--- src/rtl/inc_ld_arb.sv ---
// Round-robin load arbiter in front of a shared loadable counter.
// A requester wins ownership and its lane value is sent to the counter with
// a one-cycle ld pulse. Ownership ends when the owner drops req or the hold
// limit runs out. At least one idle cycle always separates two grants.
module inc_ld_arb #(
   parameter int N        = 4,
   parameter int WIDTH    = 8,
   parameter int HOLD_MAX = 16
) (
   input  logic                   clk,
   input  logic                   rst,
   input  logic [N-1:0]           req,
   input  logic [N*WIDTH-1:0]     req_data,
   output logic [N-1:0]           gnt,
   output logic [$clog2(N)-1:0]   owner,
   output logic                   ld,
   output logic [WIDTH-1:0]       data
);

   localparam int IW = $clog2(N);
   localparam int HW = $clog2(HOLD_MAX);

   typedef enum logic [1:0] {IDLE, LOAD, OWN} state_t;

   state_t           state, state_nxt;
   logic [IW-1:0]    ptr, ptr_nxt;
   logic [HW-1:0]    hold_cnt, hold_nxt;
   logic [N-1:0]     gnt_nxt;
   logic [IW-1:0]    owner_nxt;
   logic             ld_nxt;
   logic [WIDTH-1:0] data_nxt;

   logic [WIDTH-1:0] lane [N];
   logic             found;
   logic [IW-1:0]    pick;
   logic [WIDTH-1:0] pick_data;
   logic             release_now;

   // Split the flat load-value bus into one entry per requester.
   always_comb begin
      for (int i = 0; i < N; i++) begin
         lane[i] = req_data[i*WIDTH +: WIDTH];
      end
   end

   // Find the first active request starting at ptr and wrapping; scanning
   // from the far end down lets the closest index to ptr win last.
   always_comb begin
      logic [IW-1:0] idx;
      idx       = '0;
      found     = 1'b0;
      pick      = '0;
      pick_data = '0;
      for (int k = N - 1; k >= 0; k--) begin
         idx = IW'((int'(ptr) + k) % N);
         if (req[idx]) begin
            found     = 1'b1;
            pick      = idx;
            pick_data = lane[idx];
         end
      end
   end

   // Ownership ends when the owner lets go or has used its last allowed cycle.
   always_comb begin
      release_now = !req[owner] || (hold_cnt == HW'(HOLD_MAX - 1));
   end

   // Next-state and next-output decisions; the outputs are registered below.
   always_comb begin
      state_nxt = state;
      gnt_nxt   = gnt;
      owner_nxt = owner;
      ld_nxt    = 1'b0;
      data_nxt  = data;
      ptr_nxt   = ptr;
      hold_nxt  = hold_cnt;
      case (state)
         IDLE: begin
            gnt_nxt = '0;
            if (found) begin
               gnt_nxt   = N'(1) << pick;
               owner_nxt = pick;
               ld_nxt    = 1'b1;
               data_nxt  = pick_data;
               hold_nxt  = '0;
               state_nxt = LOAD;
            end
         end
         LOAD, OWN: begin
            if (release_now) begin
               gnt_nxt   = '0;
               ptr_nxt   = (owner == IW'(N - 1)) ? '0 : owner + 1'b1;
               state_nxt = IDLE;
            end else begin
               hold_nxt  = hold_cnt + 1'b1;
               state_nxt = OWN;
            end
         end
         default: begin
            gnt_nxt   = '0;
            state_nxt = IDLE;
         end
      endcase
   end

   // State and output registers, all cleared immediately by reset.
   always_ff @(posedge clk or posedge rst) begin
      if (rst) begin
         state    <= IDLE;
         gnt      <= '0;
         owner    <= '0;
         ld       <= 1'b0;
         data     <= '0;
         ptr      <= '0;
         hold_cnt <= '0;
      end else begin
         state    <= state_nxt;
         gnt      <= gnt_nxt;
         owner    <= owner_nxt;
         ld       <= ld_nxt;
         data     <= data_nxt;
         ptr      <= ptr_nxt;
         hold_cnt <= hold_nxt;
      end
   end

endmodule

--- config.mk ---
export PLATFORM = sky130hd
export DESIGN_NAME = inc_ld_arb
export DESIGN_NICKNAME = d
export VERILOG_FILES = /design/src/rtl/inc_ld_arb.sv
export SDC_FILE = /design/constraint.sdc
export NUM_CORES = 1
export LEC_CHECK = 0
export CORE_MARGIN = 5
export CORE_UTILIZATION = 40
export DETAILED_ROUTE_END_ITERATION = 16
export PLACE_DENSITY = 0.71
export SETUP_SLACK_MARGIN = 0.2
export SYNTH_ARGS = -nofsm -noshare
export SYNTH_HDL_FRONTEND = slang
export SYNTH_SLANG_ARGS = --single-unit
--- constraint.sdc ---
create_clock -name clk -period 2.4 [get_ports clk]
set_clock_uncertainty 0.05 [all_clocks]
set_input_delay 0.24 -clock clk [delete_from_list [all_inputs] [get_ports clk]]
set_output_delay 0.24 -clock clk [all_outputs]
set_load 0.05 [all_outputs]
# Word-level counts from Yosys, hierarchy flattened
# Cells that the tools add are included.
[word_totals]
inputBits = 38
regBits = 23
out_inout_bits = 15
elab_cells = 87
[classes]
order_cmp = 9
addsub = 5
n_reduce_logical = 8
n_bitwise = 4
mux = 46
eq_ne = 7
shift = 1
[ops]
columns = ["op", "n"]
rows = [
  ["8-bit two-way mux", 12],
  ["8-bit binary-select mux with 2-bit select", 4],
  ["4-bit two-way mux", 4],
  ["4-bit one-hot mux with 2 select lines", 2],
  ["2-bit by 3-bit less-than comparator with 1-bit output, second input constant", 5],
  ["2-bit two-way mux", 7],
  ["3-bit greater-or-equal comparator, second input constant", 4],
  ["2-bit NOT with 3-bit output", 4],
  ["1-bit two-way mux", 11],
  ["1-bit binary-select mux with 2-bit select", 5],
  ["2-bit != test, second input constant", 3],
  ["2-bit by 1-bit adder with 2-bit output, second input constant", 2],
  ["2-bit adder, second input constant", 2],
  ["4-bit by 1-bit adder with 4-bit output, second input constant", 1],
  ["2-bit equality test, second input constant", 2],
  ["4-bit equality test, second input constant", 1],
  ["2-bit one-hot mux with 2 select lines", 1],
  ["2-bit AND reduction", 2],
  ["1-bit by 2-bit << shifter with 4-bit output, first input constant", 1],
  ["3-bit AND reduction", 1],
  ["2-bit by 1-bit equality test with 1-bit output, second input constant", 1],
  ["2-bit zero test", 1],
  ["2-bit nonzero test", 1],
  ["2-bit OR reduction", 1],
  ["2 further kinds", 2],
]

# Longest topological paths before layout
# Gate-level depths: netlist (run 1).
[logic_depth]
word_depth = 10
depth_mapped = 9
depth_no_buf = 7

# Worst setup path before layout (run 1)
# No wires, ideal clock.
[synth_path]
path_type = "register to register"
start = "reg owner[1]"
end = "reg gnt[0]"
path_stages_with_launch = 6
required_time_ns = 2.283
path_buffers = 1
setup_slack_ns = 0.325
period_less_slack_ns = 2.075
setup_time_ns = 0.067
arrival_time_ns = 1.958
cell_sequence = "dfrtp_1 -> mux4_2 -> and3_4 -> buf_6 -> nor4_4 -> a22o_1"
[synth_via]
elab_chain_len = 5
[synth_lines]
columns = ["element", "line", "text"]
rows = [
  ["from (decl)", "15", "output logic [$clog2(N)-1:0] owner,"],
  ["from (signal assigned)", "120", "owner <= owner_nxt;"],
  ["1-bit binary-select mux with 2-bit select", "66", "release_now = !req[owner] || (hold_cnt == HW'(HOLD_MAX - 1));"],
  ["1-bit two-way mux (not written as such)", "66", ""],
  ["1-bit zero test", "66", ""],
  ["1-bit logical OR", "66", ""],
  ["2-bit != test (no source line)", "n/a", ""],
  ["to (signal assigned)", "119", "gnt <= gnt_nxt;"],
  ["to (decl)", "14", "output logic [N-1:0] gnt,"],
]
# Every way passes these cells. The select of a mux whose other input is x is not followed.
# A chain may end at the register's enable or synchronous reset.

# Worst setup path after layout (run 1)
[layout_path]
start = "in req[1]"
end = "reg gnt[2]"
[layout_via]
elab_chain_len = 9
elab_cells_between_ends = 24
classes_between = "eq/ne (1); shift (1); mux (20); reduce/logical (2)"
[layout_lines]
columns = ["element", "line", "text"]
rows = [
  ["from (decl)", "12", "input logic [N-1:0] req,"],
  ["1-bit binary-select mux with 2-bit select", "56", "if (req[idx]) begin"],
  ["1-bit two-way mux (not written as such)", "56", ""],
  ["2-bit two-way mux (4 in series)", "56", ""],
  ["1-bit by 2-bit << shifter with 4-bit output", "82", "gnt_nxt = N'(1) << pick;"],
  ["4-bit two-way mux", "81", "if (found) begin"],
  ["4-bit one-hot mux with 2 select lines", "78", "case (state)"],
]
# Parallel ways exist; a longest one is shown, timed or not. The select of a mux whose other input is x is not followed.

==> flow_summary.toml, run 1 <==
[worst_setup_path]
cp.required_ns = 2.56
slowest_stage = "clkdlybuf4s50_1"
worstReg2RegStart = "ptr[0]$_DFFE_PP0P_"
r2r_setup_slack_ns = 0.34
cp_slowest_stage_delay_ns = 0.57
cp-start-kind = "input port"
worstPathCellList = "clkdlybuf4s50_1 -> buf_4 -> mux4_2 -> and3_4 -> nor4_4 -> a22o_1"
critPathLaunch = "req[1]"
critPathArrivalTime_ns = 2.25
crit_path_end_kind = "register"
crit_type = "input port to register"
r2r_end = "data[5]$_DFFE_PP0P_"
crit_fanout = 9
r2r_cells = 4

[sta]
max_freq_mhz = 480
finalHoldViolCount = 0
setup_viol = 0
finalSetupTns_ns = 0
drv_slew = 0
slew_headroom_pct = 66.4
rsz0062_at_grt = "no"
tightest_slew_ns = 0.502
worst_slack_ns = 0.318
fin_hold_ws_ns = 0.268
fin_crit_ns = 2.08
period_share_pct = 86.7

[power_and_ir_drop]
internal_power_mw = 1.89
power.density_nw_per_um2 = 1200
sequentialPowerShare_pct = 20.5
switchingPower_mw = 1.88
report.power.total_mw = 3.77
clockPowerShare_pct = 6.9
peakVddDrop_mv = 0.554
p_comb_share_pct = 72.6
p_sw_share_pct = 49.8
leakage_nw = 1.15

[global_routing]
grt_pass1_wl_mm = 11.3
globalRoute.totalOverflow = 0
grt_max_degree = 38
antenna_found_initial = 0
grt_pass1_vias = 2339
track_usage_pct = 18.2

[clocking]
clk_latency_ns = 0.27
cts_root_buffer = "clkbuf_8"
clk_pin_slew_ns = 0.10
cts-hold-fix-buffers = 0
cts_inserted_buffers = 3
clock_sinks = 23
cts_tree = "yes"
clockBufferDepth = 2
h-tree-depth = 1

[floorplan]
num_rows = 28
die_y_um = 87.9
core_region_area_um2 = 5920
io_pins = 53
die-width_um = 87.9
initial_core_util_pct = 41.0
die-area_um2 = 7730

[logic_synthesis]
async_flop_share_pct = 100
synth_nets = 297
synth.most_common_cell = "nand2_1"
netlist_area_um2 = 2430
synthFlopType = "dfrtp_1"
synthCells = 256
yosysSeqAreaShare_pct = 23.7
avgSynthCellArea_um2 = 9.49
synth_top_area_share_pct = 23.7
synth_top_area_cell = "dfrtp_1"
synth_area_leaders = "dfrtp_1 (24%), mux4_2 (17%), o211ai_1 (4.3%)"
ys_top_cells_by_count = "nand2_1 (27), dfrtp_1 (23), o21ai_0 (19)"
ys_types = 54
yosys_warnings = 0
yosys_register_bits = 23
synth-edff-count = 0

[run_status]
status = "completed"

[placement]
dp.cells = 379
dpl_cell_area_um2 = 3080
gp_congestion = 0.831
dp_hpwl_mm = 5.05
post-place-ws_ns = 0.0267
io_buffers = 52

[finish]
areaGrowthSynthToFinish_pct = 28.9
nNetsFinal = 350
fin_cells = 383
layout-drive-gt1-share_pct = 18.8
final_core_util_pct = 52.9
design_area_um2 = 3130
diodes = 0

[drt]
drc = 0
routedWlPerCell_um = 17.7
ant_nets = 0
vias_per_cell = 6.03
drt_iter0_drc = 129
drt_first_pass_iters = 4
vias = 2311
routed_wl_mm = 6.78

[worst_hold_path]
hold_path_class = "input port to asynchronous set/reset pin"

[flow_run]
drv_cap = 0
## power groups by stage
stage,sequential [mW],clock (mW),combinational (mW)
after detailed placement,0.774,0,2.73
after global routing,0.805,0.281,2.96
after floorplan,1.07,0,1.73
after CTS,0.768,0.271,2.74
after global placement,0.771,0,2.69
final,0.771,0.261,2.74
## metal layers
metal  vias to the layer above  track usage (%)  share of wire [%]
li1                       1110                -                  -
met1                      1127             23.9                 45
met4                         0             4.74               0.81
met5                         -                0                  0
met3                         4             1.79                5.0
met2                        70             32.1                 49
## logic make-up (layout without fill, tap and decap cells)
kind of cell    Yosys count  in the layout  share of synthesized area [%]
simple gates             78             78                           18.2
mux                      27             27                           20.7
compound gates           92             92                           28.6
fa+ha+maj                 3              3                           1.55
flops                    23             23                           23.7
buf+inv                  33             85                           7.21
## state kept, by name (all words and copies together) (netlist names)
| signal | flops |
|---|---|
| data | 8 |
| gnt | 4 |
| hold_cnt | 4 |
| owner | 2 |
| ptr | 2 |
| state | 2 |
| ld | 1 |
## how the worst max path moves through the flow
stage / to / slack, ns / cells past startpoint
2_1_floorplan: gnt[0]$_DFFE_PP0P_ / 0.32 / 5
3_3_place_gp: gnt[0]$_DFFE_PP0P_ / 0.13 / 6
3_5_place_dp: gnt[2]$_DFFE_PP0P_ / 0.03 / 6
4_1_cts: gnt[2]$_DFFE_PP0P_ / 0.33 / 6
5_1_grt: hold_cnt[3]$_DFFE_PP0P_ / 0.22 / 7
6_report: gnt[2]$_DFFE_PP0P_ / 0.32 / 6
## critical path, delay by kind of cell
| kind | cells | cell delay (ns) |
|---|---|---|
| AND/OR/NAND/NOR | 2 | 0.54 |
| buffers and inverters | 2 | 0.81 |
| multiplexers | 1 | 0.49 |
| AO/OA/AOI/OAI | 1 | 0.17 |
## cell type report
class | count | area [um2]
Fill cell | 558 | 2790
Timing Repair Buffer | 72 | 696
Tap cell | 75 | 93.8
Clock inverter | 1 | 5.00
Clock buffer | 3 | 41.3
Sequential cell | 23 | 579
Multi-Input combinational cell | 200 | 1680
Inverter | 9 | 36.3
## layout by cell type (no fill, tap or decap), types with 3 or more instances in the layout
| master | instances |
|---|---|
| a211o_1 | 3 |
| nor2b_1 | 8 |
| a21oi_1 | 8 |
| nand2b_1 | 6 |
| a31oi_1 | 4 |
| o22ai_1 | 3 |
| mux4_2 | 18 |
| buf_4 | 18 |
| clkdlybuf4s50_1 | 52 |
| dfrtp_1 | 22 |
| o21a_1 | 5 |
| o21ai_0 | 19 |
| a32oi_1 | 3 |
| and2_1 | 5 |
| or3_1 | 3 |
| nand3b_1 | 7 |
| nand2_1 | 27 |
| ha_1 | 3 |
| inv_1 | 8 |
| a211oi_1 | 5 |
| mux2i_1 | 3 |
| mux2_2 | 6 |
| nor2_1 | 5 |
| a2111oi_0 | 4 |
| or3b_1 | 3 |
| nand3_1 | 7 |
| o211ai_1 | 14 |
| clkbuf_8 | 3 |
## what timing repair did
action | in CTS | in global routing
resized for setup | 0 | 3
hold endpoints to repair | 0 | 0
endpoints found under the setup margin | 0 | 2
setup buffers | 0 | 0
Power figures use the tool's default switching activity.
==> run 2, diff against run 1 <==
- MAX_ROUTING_LAYER: unset -> met4
==> run 2 against run 1 <==
Clock power barely moved. Critical path type unchanged. Global-route usage increased by 0.57 points. Final area unchanged. Critical path depth stayed put. Sequential power about the same. Register-to-register slack barely moved. Total power about the same. Sequential share of layout area did not move.
==> flow_summary.toml, run 2 (same netlist as run 1, synthesis figures left out) <==
[global_routing]
grt_pass1_vias = 2342
grt_max_degree = 38
track_usage_pct = 18.8
globalRoute.totalOverflow = 0
grt_pass1_wl_mm = 11.3
antenna_found_initial = 0

[power_and_ir_drop]
leakage_nw = 1.15
clockPowerShare_pct = 6.9
peakVddDrop_mv = 0.553
p_sw_share_pct = 49.8
sequentialPowerShare_pct = 20.5
power.density_nw_per_um2 = 1200
internal_power_mw = 1.89
report.power.total_mw = 3.77
switchingPower_mw = 1.88
p_comb_share_pct = 72.6

[clocking]
clockBufferDepth = 2
cts-hold-fix-buffers = 0
h-tree-depth = 1
clock_sinks = 23
cts_inserted_buffers = 3
cts_resized = 0
cts_tree = "yes"
clk_pin_slew_ns = 0.10
cts_root_buffer = "clkbuf_8"
cts_setup_buffers = 0
clk_latency_ns = 0.27

[worst_setup_path]
worstPathCellList = "clkdlybuf4s50_1 -> buf_4 -> mux4_2 -> and3_4 -> nor4_4 -> a22o_1"
crit_path_end_kind = "register"
r2r_setup_slack_ns = 0.35
r2r_end = "data[5]$_DFFE_PP0P_"
cp.required_ns = 2.56
cp-start-kind = "input port"
worstReg2RegStart = "ptr[0]$_DFFE_PP0P_"
cp_slowest_stage_delay_ns = 0.57
r2r_cells = 4
slowest_stage = "clkdlybuf4s50_1"
critPathArrivalTime_ns = 2.25
crit_fanout = 9
crit_type = "input port to register"

[sta]
finalHoldViolCount = 0
fin_crit_ns = 2.08
drv_slew = 0
tightest_slew_ns = 0.502
finalSetupTns_ns = 0
setup_viol = 0
max_freq_mhz = 480
rsz0062_at_grt = "no"
period_share_pct = 86.9
slew_headroom_pct = 66.4

[run_status]
status = "completed"

[floorplan]
io_pins = 53
die_y_um = 87.9
initial_core_util_pct = 41.0
die-area_um2 = 7730
die-width_um = 87.9
num_rows = 28
core_region_area_um2 = 5920

[worst_hold_path]
hold_path_class = "input port to asynchronous set/reset pin"

[flow_run]
drv_cap = 0

[finish]
diodes = 0
final_common_cell = "clkdlybuf4s50_1"
regMostFlops = "data"
largest_register_ffs = 8
final_core_util_pct = 52.9
nNetsFinal = 350
fill_cells = 558
areaGrowthSynthToFinish_pct = 28.9
layout_common_cells = "clkdlybuf4s50_1 (52), nand2_1 (27), dfrtp_1 (22)"
top_regs = "data: 8 flops, gnt: 4 flops, hold_cnt: 4 flops"
layout-drive-gt1-share_pct = 18.8

[drt]
drc = 0
vias = 2291
drt_first_pass_iters = 4
drt_iter0_drc = 134
routedWlPerCell_um = 17.7
ant_nets = 0
routed_wl_mm = 6.79
vias_per_cell = 5.98

[placement]
gp_congestion = 0.843
dp_hpwl_mm = 5.05
io_buffers = 52
run 2: cell counts in the layout (fill, tap and decap cells not counted):
Identical to the previous run, type by type.
run 2: through the flow:
stage                     hold slack [ns]  std cells  setup WS, ns  instance area, um2
after global routing                0.298        383         0.225                3130
after CTS                           0.281        383         0.327                3120
after floorplan                     0.192        256         0.325                2430
after global placement              0.427        379         0.134                3080
after detailed placement            0.424        379        0.0267                3080
final                               0.266        383         0.315                3130
run 2: worst max-delay path by stage:
| stage | slack [ns] | cells after the start | from | to |
|---|---|---|---|---|
| finish | 0.32 | 6 | req[1] | gnt[2]$_DFFE_PP0P_ |
| global route | 0.22 | 7 | req[1] | hold_cnt[3]$_DFFE_PP0P_ |
| CTS | 0.33 | 6 | req[1] | gnt[2]$_DFFE_PP0P_ |
| detailed placement | 0.03 | 6 | req[1] | gnt[2]$_DFFE_PP0P_ |
| global placement | 0.13 | 6 | req[1] | gnt[0]$_DFFE_PP0P_ |
| floorplan | 0.32 | 5 | owner[1]$_DFFE_PP0P_ | gnt[0]$_DFFE_PP0P_ |
run 2: per-layer routing:
| metal | up-vias | GRT usage [%] | wire length (um) |
|---|---|---|---|
| li1 | 1109 | - | - |
| met1 | 1114 | 24.0 | 3050 |
| met2 | 64 | 31.9 | 3340 |
| met3 | 4 | 1.79 | 338 |
| met4 | 0 | 4.74 | 55 |
| met5 | - | - | 0 |
run 2: power by group through the flow:
stage	clock network, mW	logic, mW	registers, mW
global route	0.281	2.96	0.805
finish	0.261	2.73	0.772
floorplan	0	1.73	1.07
CTS	0.271	2.74	0.768
global placement	0	2.69	0.771
detailed placement	0	2.73	0.774
run 2: critical path: cells and delay by family:
family	cells	cell delay (ns)
and+or+nand+nor	2	0.54
buffers and inverters	2	0.81
muxes	1	0.49
AOI/OAI and AO/OA	1	0.17
run 2: area by class of cell:
class / instances / area, um2 / share of cell area [%]
multi-input combinational: 200 / 1680 / 53.6
timing repair buffer: 72 / 696 / 22.2
sequential: 23 / 579 / 18.5
tap: 75 / 93.8 / 3.00
clock buffer: 3 / 41.3 / 1.32
inverter: 9 / 36.3 / 1.16
clock inverter: 1 / 5.00 / 0.160
